File: config.mk
export PLATFORM = sky130hd
export DESIGN_NAME = pipe_ctrl
export DESIGN_NICKNAME = d
export VERILOG_FILES = /design/src/rtl/pipe_ctrl.sv
export SDC_FILE = /design/constraint.sdc
export NUM_CORES = 1
export LEC_CHECK = 0
export BUFFER_PORTS_ARGS = -buffer_cell sky130_fd_sc_hd__buf_2
export CAP_MARGIN = 20
export CORE_UTILIZATION = 50
export CTS_CLUSTER_SIZE = 10
export DETAILED_ROUTE_END_ITERATION = 16
export PLACE_DENSITY = 0.88
export REMOVE_ABC_BUFFERS = 1
export SYNTH_ARGS = -nofsm -noshare
export SYNTH_HDL_FRONTEND = slang
export SYNTH_SLANG_ARGS = --single-unit
File: constraint.sdc
create_clock -name clk -period 4.74 [get_ports clk]
set_input_delay 0.474 -clock clk [delete_from_list [all_inputs] [get_ports clk]]
set_output_delay 0.474 -clock clk [all_outputs]
set_load 0.05 [all_outputs]
File: src/rtl/pipe_ctrl.sv
// Central hold/flush/redirect control for the 5-stage core.
// A redirect raised while the fetch bus is busy is parked in PEND until the bus frees.
module pipe_ctrl #(
   parameter int CNT_W   = 16,
   parameter int TIMEOUT = 64
) (
   input  logic             clk,
   input  logic             rst,
   input  logic             hold_bus_i,
   input  logic             hold_id_i,
   input  logic             hold_ex_i,
   input  logic             jump_i,
   input  logic [31:0]      jump_addr_i,
   input  logic             tmo_clr_i,
   output logic             hold_pc_o,
   output logic             hold_if_id_o,
   output logic             hold_id_ex_o,
   output logic             flush_if_id_o,
   output logic             flush_id_ex_o,
   output logic             jump_o,
   output logic [31:0]      jump_addr_o,
   output logic             pend_o,
   output logic [CNT_W-1:0] stall_cnt_o,
   output logic             bus_timeout_o
);
   localparam logic [0:0] IDLE = 1'b0;
   localparam logic [0:0] PEND = 1'b1;
   localparam int TMO_W = $clog2(TIMEOUT + 1);
   localparam logic [TMO_W-1:0] TMO_MAX = TMO_W'(TIMEOUT);
   localparam logic [TMO_W-1:0] TMO_ONE = TMO_W'(1);
   localparam logic [CNT_W-1:0] CNT_ONE = CNT_W'(1);

   logic [0:0]       state, state_nxt;
   logic [31:0]      pend_addr;
   logic [CNT_W-1:0] stall_cnt;
   logic [TMO_W-1:0] tmo_cnt;
   logic             bus_timeout;
   logic             take_jump;
   logic             hp, hi, he, fi, fe, jmp;
   logic [31:0]      jaddr;

   // execute never raises jump together with a mul/div hold; such a jump is dropped
   assign take_jump = (state == IDLE) && jump_i && !hold_ex_i;

   always_comb begin
      hp = 1'b0; hi = 1'b0; he = 1'b0;
      fi = 1'b0; fe = 1'b0;
      jmp = 1'b0; jaddr = 32'h0;
      state_nxt = state;
      if (hold_ex_i) begin
         hp = 1'b1; hi = 1'b1; he = 1'b1;
      end else if (hold_id_i) begin
         hp = 1'b1; hi = 1'b1; fe = 1'b1;
      end else if (hold_bus_i) begin
         hp = 1'b1; fi = 1'b1;
      end
      if (state == PEND) begin
         // if_id only ever holds wrong-path fetches here; id_ex keeps its normal holds
         fi = 1'b1; hi = 1'b0;
         if (hold_bus_i) begin
            hp = 1'b1;
         end else begin
            hp = 1'b0; jmp = 1'b1; jaddr = pend_addr;
            state_nxt = IDLE;
         end
      end else if (take_jump) begin
         fi = 1'b1; fe = 1'b1; hi = 1'b0; he = 1'b0;
         if (hold_bus_i) begin
            state_nxt = PEND;
         end else begin
            hp = 1'b0; jmp = 1'b1; jaddr = jump_addr_i;
         end
      end
   end

   assign hold_pc_o     = rst & hp;
   assign hold_if_id_o  = rst & hi;
   assign hold_id_ex_o  = rst & he;
   assign flush_if_id_o = rst & fi;
   assign flush_id_ex_o = rst & fe;
   assign jump_o        = rst & jmp;
   assign jump_addr_o   = rst ? jaddr : 32'h0;
   assign pend_o        = rst & (state == PEND);
   assign stall_cnt_o   = stall_cnt;
   assign bus_timeout_o = bus_timeout;

   always_ff @(posedge clk or negedge rst) begin
      if (!rst) begin
         state       <= IDLE;
         pend_addr   <= 32'h0;
         stall_cnt   <= '0;
         tmo_cnt     <= '0;
         bus_timeout <= 1'b0;
      end else begin
         state <= state_nxt;
         if (take_jump && hold_bus_i)
            pend_addr <= jump_addr_i;
         if (hp && stall_cnt != {CNT_W{1'b1}})
            stall_cnt <= stall_cnt + CNT_ONE;
         if (!hold_bus_i)
            tmo_cnt <= '0;
         else if (tmo_cnt != TMO_MAX)
            tmo_cnt <= tmo_cnt + TMO_ONE;
         // clear beats a same-cycle set
         if (tmo_clr_i)
            bus_timeout <= 1'b0;
         else if (hold_bus_i && tmo_cnt >= TMO_MAX - TMO_ONE)
            bus_timeout <= 1'b1;
      end
   end

   a_no_stray_jump: assert property (@(posedge clk) disable iff (!rst)
      !(jump_i && (hold_ex_i || state == PEND)));

endmodule

**Word-level counts from Yosys, hierarchy flattened**

Index checks and enable logic that the tools add are counted.

- Order comparisons: 1
- Eq/ne operators: 3
- Add/subtract/negate cells: 2
- Multiplexer cells: 34
- Bitwise gates (word level): 8
- Reductions and logical operators: 7

Operators with widths:

| operator | count |
|---|---|
| $mux 32 | 5 |
| $mux 1 | 27 |
| $add 16x1->16 const B | 1 |
| $ne 16x16->1 const B | 1 |
| $mux 7 | 2 |
| $add 7x1->7 const B | 1 |
| $and 1x1->1 | 7 |
| $ge 7x6->1 const B | 1 |
| $ne 7x7->1 const B | 1 |
| $logic_and 1x1->1 | 5 |
| $ne 2x1->1 const B | 1 |
| $reduce_bool 2->1 | 1 |
| $logic_not 1->1 | 1 |
| $not 1->1 | 1 |

- Logic and storage cells: 60
- Register bits after elaboration: 57

**Longest topological paths before layout**

- Depth in word-level cells: 7
- Gate-level depth with buffers: 6

**Worst setup path before layout**

No wires, ideal clock.

- Path type: in2out
- Start point: in hold_bus_i
- End point: out jump_addr_o[10]
- Data arrival time: 1999 ps
- Stages: 4
- Setup slack: 2267 ps
- Required time: 4266 ps
- Cells stage by stage: nor4_1 -> buf_2 -> a22oi_1 -> nor2b_1

- Longest elaborated chain between the ends: 4
- Elaborated cells between the ends (all ways): 5
- Classes of those cells: mux (5)

Ends and longest elaborated chain:

| item | line | source |
|---|---|---|
| start, declared | 9 | `input logic hold_bus_i,` |
| $mux 32 | 68 | `if (hold_bus_i) begin` |
| $mux 32 | 66 | `end else if (take_jump) begin` |
| $mux 32 (*) | 57 | `if (state == PEND) begin` |
| $mux 32 (*) | 82 | `assign jump_addr_o = rst ? jaddr : 32'h0;` |
| end, declared | 21 | `output logic [31:0] jump_addr_o,` |

Every way passes the cells marked *; elsewhere a longest branch is shown, timed or not.

**Worst setup path after layout**

- Start point: reg state
- End point: out jump_addr_o[14]

- Longest elaborated chain between the ends: 6

Ends and longest elaborated chain:

| item | line | source |
|---|---|---|
| start, declared | 33 | `logic [0:0] state, state_nxt;` |
| start signal, assigned | 95 | `state <= state_nxt;` |
| $not 1->1 | 43 | `assign take_jump = (state == IDLE) && jump_i && !hold_ex_i;` |
| $logic_and 1x1->1 (2 in series) | 43 |  |
| $mux 32 | 66 |  |
| $mux 32 (*) | 57 |  |
| $mux 32 (*) | 82 |  |

Marks and branches as above.

==> impl_results.html <==
<table>
<tr><th>Metric</th><th>Value</th></tr>
<tr><th colspan="2">Clock tree</th></tr>
<tr><td>Root Driver</td><td>sky130_fd_sc_hd__clkbuf_8</td></tr>
<tr><td>Later-pin clock latency in the skew report</td><td>320 ps</td></tr>
<tr><td># Post-CTS Setup Buffers</td><td>0</td></tr>
<tr><td>Number of resized instances in the post-cts repair step</td><td>0</td></tr>
<tr><td>Clock sink count</td><td>57</td></tr>
<tr><td>Number of buffers added by the clock tree synthesis step</td><td>9</td></tr>
<tr><td>Buffer depth of the longest clock path</td><td>2</td></tr>
<tr><td>Clock transition at the registers of the reported paths</td><td>60 ps</td></tr>
<tr><td>H-tree depth</td><td>3</td></tr>
<tr><td>CTS Hold Bufs</td><td>0</td></tr>
<tr><td>Clock tree from TritonCTS</td><td>yes</td></tr>
<tr><th colspan="2">STA</th></tr>
<tr><td>Final period utilization</td><td>0.535</td></tr>
<tr><td>Count of pins over their slew limit</td><td>0</td></tr>
<tr><td>Fmax</td><td>394 MHz</td></tr>
<tr><td>Final critical-path required period</td><td>2540 ps</td></tr>
<tr><td>Hold violation count in the final report</td><td>0</td></tr>
<tr><td>Unrepaired setup endpoints after global routing</td><td>no</td></tr>
<tr><td>Clk_skew</td><td>roughly 5.4 ps</td></tr>
<tr><td>Worst slew pin tran</td><td>927 ps</td></tr>
<tr><td>Max-slew headroom at the worst pin</td><td>0.382</td></tr>
<tr><td>Setup TNS</td><td>0 ps</td></tr>
<tr><td>Setup WS post-layout</td><td>2200 ps</td></tr>
<tr><td>Total of endpoints with negative setup slack in the final report</td><td>0</td></tr>
<tr><th colspan="2">Logic synthesis</th></tr>
<tr><td>Cell Area, Synth</td><td>3020 µm²</td></tr>
<tr><td>Sequential cell area fraction in the yosys report</td><td>0.472</td></tr>
<tr><td>Yosys cell types</td><td>35</td></tr>
<tr><td>Warnings from Yosys</td><td>0</td></tr>
<tr><td>Count of mapped cells out of synthesis</td><td>274</td></tr>
<tr><td>Number of register bits inferred by synthesis</td><td>57</td></tr>
<tr><td>Syn avg cell area</td><td>11.0 µm²</td></tr>
<tr><th colspan="2">Floorplan</th></tr>
<tr><td>Effective utilization at floorplan</td><td>0.532</td></tr>
<tr><td>DIE WIDTH</td><td>79.7 µm</td></tr>
<tr><td>Die extent in y</td><td>79.7 µm</td></tr>
<tr><td>Total core area</td><td>5680 µm²</td></tr>
<tr><td>Number of core rows</td><td>27</td></tr>
<tr><td>Num ports</td><td>95</td></tr>
<tr><td>Die Outline Area</td><td>approximately 6400 µm²</td></tr>
<tr><th colspan="2">GRT</th></tr>
<tr><td>Total overflow reported by the global router</td><td>0</td></tr>
<tr><td>Vias in the first global route</td><td>2,278</td></tr>
<tr><td>Antenna violations before repair</td><td>0</td></tr>
<tr><td>Pin count of the biggest net entering global routing</td><td>97</td></tr>
<tr><td>GRT Resource Usage Total</td><td>0.209</td></tr>
<tr><td>Wire length of the first global-routing pass</td><td>a little over 10 mm</td></tr>
<tr><th colspan="2">Final layout</th></tr>
<tr><td>Final standard cell area without fillers</td><td>3790 µm²</td></tr>
<tr><td>Share of cells above drive strength 1</td><td>0.434</td></tr>
<tr><td>Antenna diode count</td><td>0</td></tr>
<tr><td>Reg area</td><td>1430 µm²</td></tr>
<tr><td>Number of nets in the final layout</td><td>between 400 and 500</td></tr>
<tr><td>Fill cell total of the finished layout</td><td>between 400 and 500</td></tr>
<tr><td>Filler-free cell count of the finished design</td><td>approximately 440</td></tr>
<tr><td>Synth-to-layout area growth</td><td>25.5%</td></tr>
<tr><td>Area of the multi-input gates</td><td>1510 µm²</td></tr>
<tr><th colspan="2">Place</th></tr>
<tr><td>Sum of net half-perimeters after detailed placement</td><td>4.23 mm</td></tr>
<tr><td>Post-placement worst setup slack</td><td>about 2300 ps</td></tr>
<tr><td>Instance area at placement</td><td>3570 µm²</td></tr>
<tr><td>Gpl congestion</td><td>0.821</td></tr>
<tr><td>Number of cells after detailed placement</td><td>between 400 and 500</td></tr>
<tr><td>Count of buffers from port buffering</td><td>94</td></tr>
<tr><th colspan="2">Route</th></tr>
<tr><td>Uppermost routed layer</td><td>met4</td></tr>
<tr><td>Via-per-instance ratio</td><td>5.48</td></tr>
<tr><td>Number of antenna-violating nets in the routed design</td><td>0</td></tr>
<tr><td>1st-pass router iterations</td><td>5</td></tr>
<tr><td>Mean routed wirelength per cell</td><td>14.1 µm</td></tr>
<tr><td>DRC violations left</td><td>0</td></tr>
<tr><td>Detailed route wirelength on metal3</td><td>slightly above 400 µm</td></tr>
<tr><td>Final Routed Wirelength</td><td>6.26 mm</td></tr>
<tr><td>Number of DRC markers after the initial detailed-route iteration</td><td>122</td></tr>
<tr><td>Metal1 wirelength</td><td>2.91 mm</td></tr>
<tr><td>Met2 WL post-DR</td><td>approximately 2.9 mm</td></tr>
<tr><td>Via count</td><td>2,429</td></tr>
<tr><th colspan="2">Power</th></tr>
<tr><td>Total power density per cell area</td><td>~460 nW/µm²</td></tr>
<tr><td>Largest vdd supply drop</td><td>around 0.43 mV</td></tr>
<tr><td>Static Leakage</td><td>1.74 nW</td></tr>
<tr><th colspan="2">Setup path</th></tr>
<tr><td>Critical Path Slowest Stage Cell</td><td>sky130_fd_sc_hd__dfrtp_1</td></tr>
<tr><td>Largest stage delay, worst path</td><td>460 ps</td></tr>
<tr><td>Required @ worst endpoint</td><td>4270 ps</td></tr>
<tr><td>Ordered list of cells on the worst path</td><td>inv_2 -&gt; nor2_2 -&gt; buf_16 -&gt; a22oi_1 -&gt; nor2b_1 -&gt; buf_2</td></tr>
<tr><td>CP Capture Type</td><td>output port</td></tr>
<tr><td>Data arrival time of the worst path</td><td>2060 ps</td></tr>
<tr><td>Maximum net fanout on the critical path</td><td>24</td></tr>
<tr><td>Crit path kind</td><td>reg -&gt; out</td></tr>
<tr><td>Startpoint types</td><td>flip-flop</td></tr>
<tr><th colspan="2">Worst hold path</th></tr>
<tr><td>Worst min-delay path category</td><td>in -&gt; async</td></tr>
<tr><th colspan="2">Outcome</th></tr>
<tr><td>Result of the run</td><td>finished, final reports clean</td></tr>
<tr><th colspan="2">Run</th></tr>
<tr><td>Max Cap Viol</td><td>0</td></tr>
</table>
-- report_power, final --
part	internal [mW]	switching [mW]	leakage (nW)	total, mW
registers	0.602	0.110	0.686	0.712
clock network	0.296	0.177	0.112	0.473
logic	0.177	0.363	0.946	0.540
total	1.08	0.650	1.74	1.73
-- worst paths after layout --
check / cells after the start / from / endpoint / slack (ps)
worst min register to register: 1 / pend_addr[12] / pend_addr[12] / 500
worst max-delay path: 6 / state / jump_addr_o[14] / 2200
max in group asynchronous: 1 / rst / stall_cnt_o[4] / 3850
worst min-delay path: 1 / rst / pend_addr[8] / 280
min in group clk: 2 / tmo_clr_i / bus_timeout_o / 290
worst max register to register: 6 / stall_cnt_o[0] / stall_cnt_o[1] / 2720
-- flip-flops by register name (all words and copies together) (netlist names) --
| signal | cells |
|---|---|
| pend_addr | 32 |
| state | 1 |
| stall_cnt_o | 16 |
| bus_timeout_o | 1 |
| tmo_cnt | 7 |
-- cell usage in the layout, fill, tap and decap left out, drive strengths merged, types with 2 or more instances in the layout --
master and instances:
or2 2, xnor2 5, nand2 6, nor2b 35
nor4 9, dfrtp 57, o21ai 2, ha 3
nor2 7, nor3 5, and3 4, a21oi 3
clkbuf 13, inv 6, and2 7, xor2 15
mux2 34, nand4 5, a22oi 32, nand3 9
nor3b 2, buf 99
-- synthesized netlist by cell type (all sizes together) --
cell type	number	area (µm²)
o21ai	2	10.0
and3	4	25.0
nor4b	1	8.76
nor2	7	26.3
or4	1	11.3
nor4	9	81.3
nand4	5	31.3
or2	2	12.5
mux2i	1	10.0
or3	1	7.51
buf	8	40.0
and4	1	8.76
a31o	1	8.76
mux2	34	383
ha	3	37.5
dfrtp	57	1430
a22oi	32	240
clkbuf	9	33.8
a221oi	1	15.0
a21o	1	7.51
nor3	5	25.0
xor2	15	131
nand2	6	22.5
a21oi	3	15.0
nor3b	2	15.0
o21a	1	7.51
inv	6	22.5
and2	7	43.8
nand3	9	50.1
xnor2	5	43.8
nor2b	35	219
-- cell families after synthesis --
| logic type | share of synthesized area |
|---|---|
| fa+ha+maj | 0.0124 |
| xor+xnor | 0.0580 |
| simple gates | 0.195 |
| flops | 0.472 |
| compound gates | 0.101 |
| buf+inv | 0.0319 |
| mux | 0.130 |
-- layout make-up --
class	count	area share
clock buffers	13	0.0472
clock inverters	2	0.00924
inverters	6	0.00594
multi-input cells	194	0.397
flip-flops and latches	57	0.376
well taps	72	0.0238
repair buffers	99	0.140
-- worst max-delay path: cells and delay by family, from the launching register on --
family / cells / cell delay (ps)
buf+inv: 3 / 590
flops: 1 / 460
compound gates: 1 / 100
simple gates: 2 / 560
-- per-layer routing --
metal,global-route usage,vias up
li1,-,1168
met1,0.263,1167
met2,0.337,85
met3,0.0651,9
met4,0.0764,0
met5,0,-
-- stage by stage --
stage	total power, mW	utilization	hold WS (ps)
6_report	1.73	0.668	282
5_1_grt	1.81	0.668	289
4_1_cts	1.74	0.666	269
3_5_place_dp	1.26	0.629	486
3_3_place_gp	1.23	0.624	467
2_1_floorplan	1.10	-	178
Power figures use the tool's default switching activity.
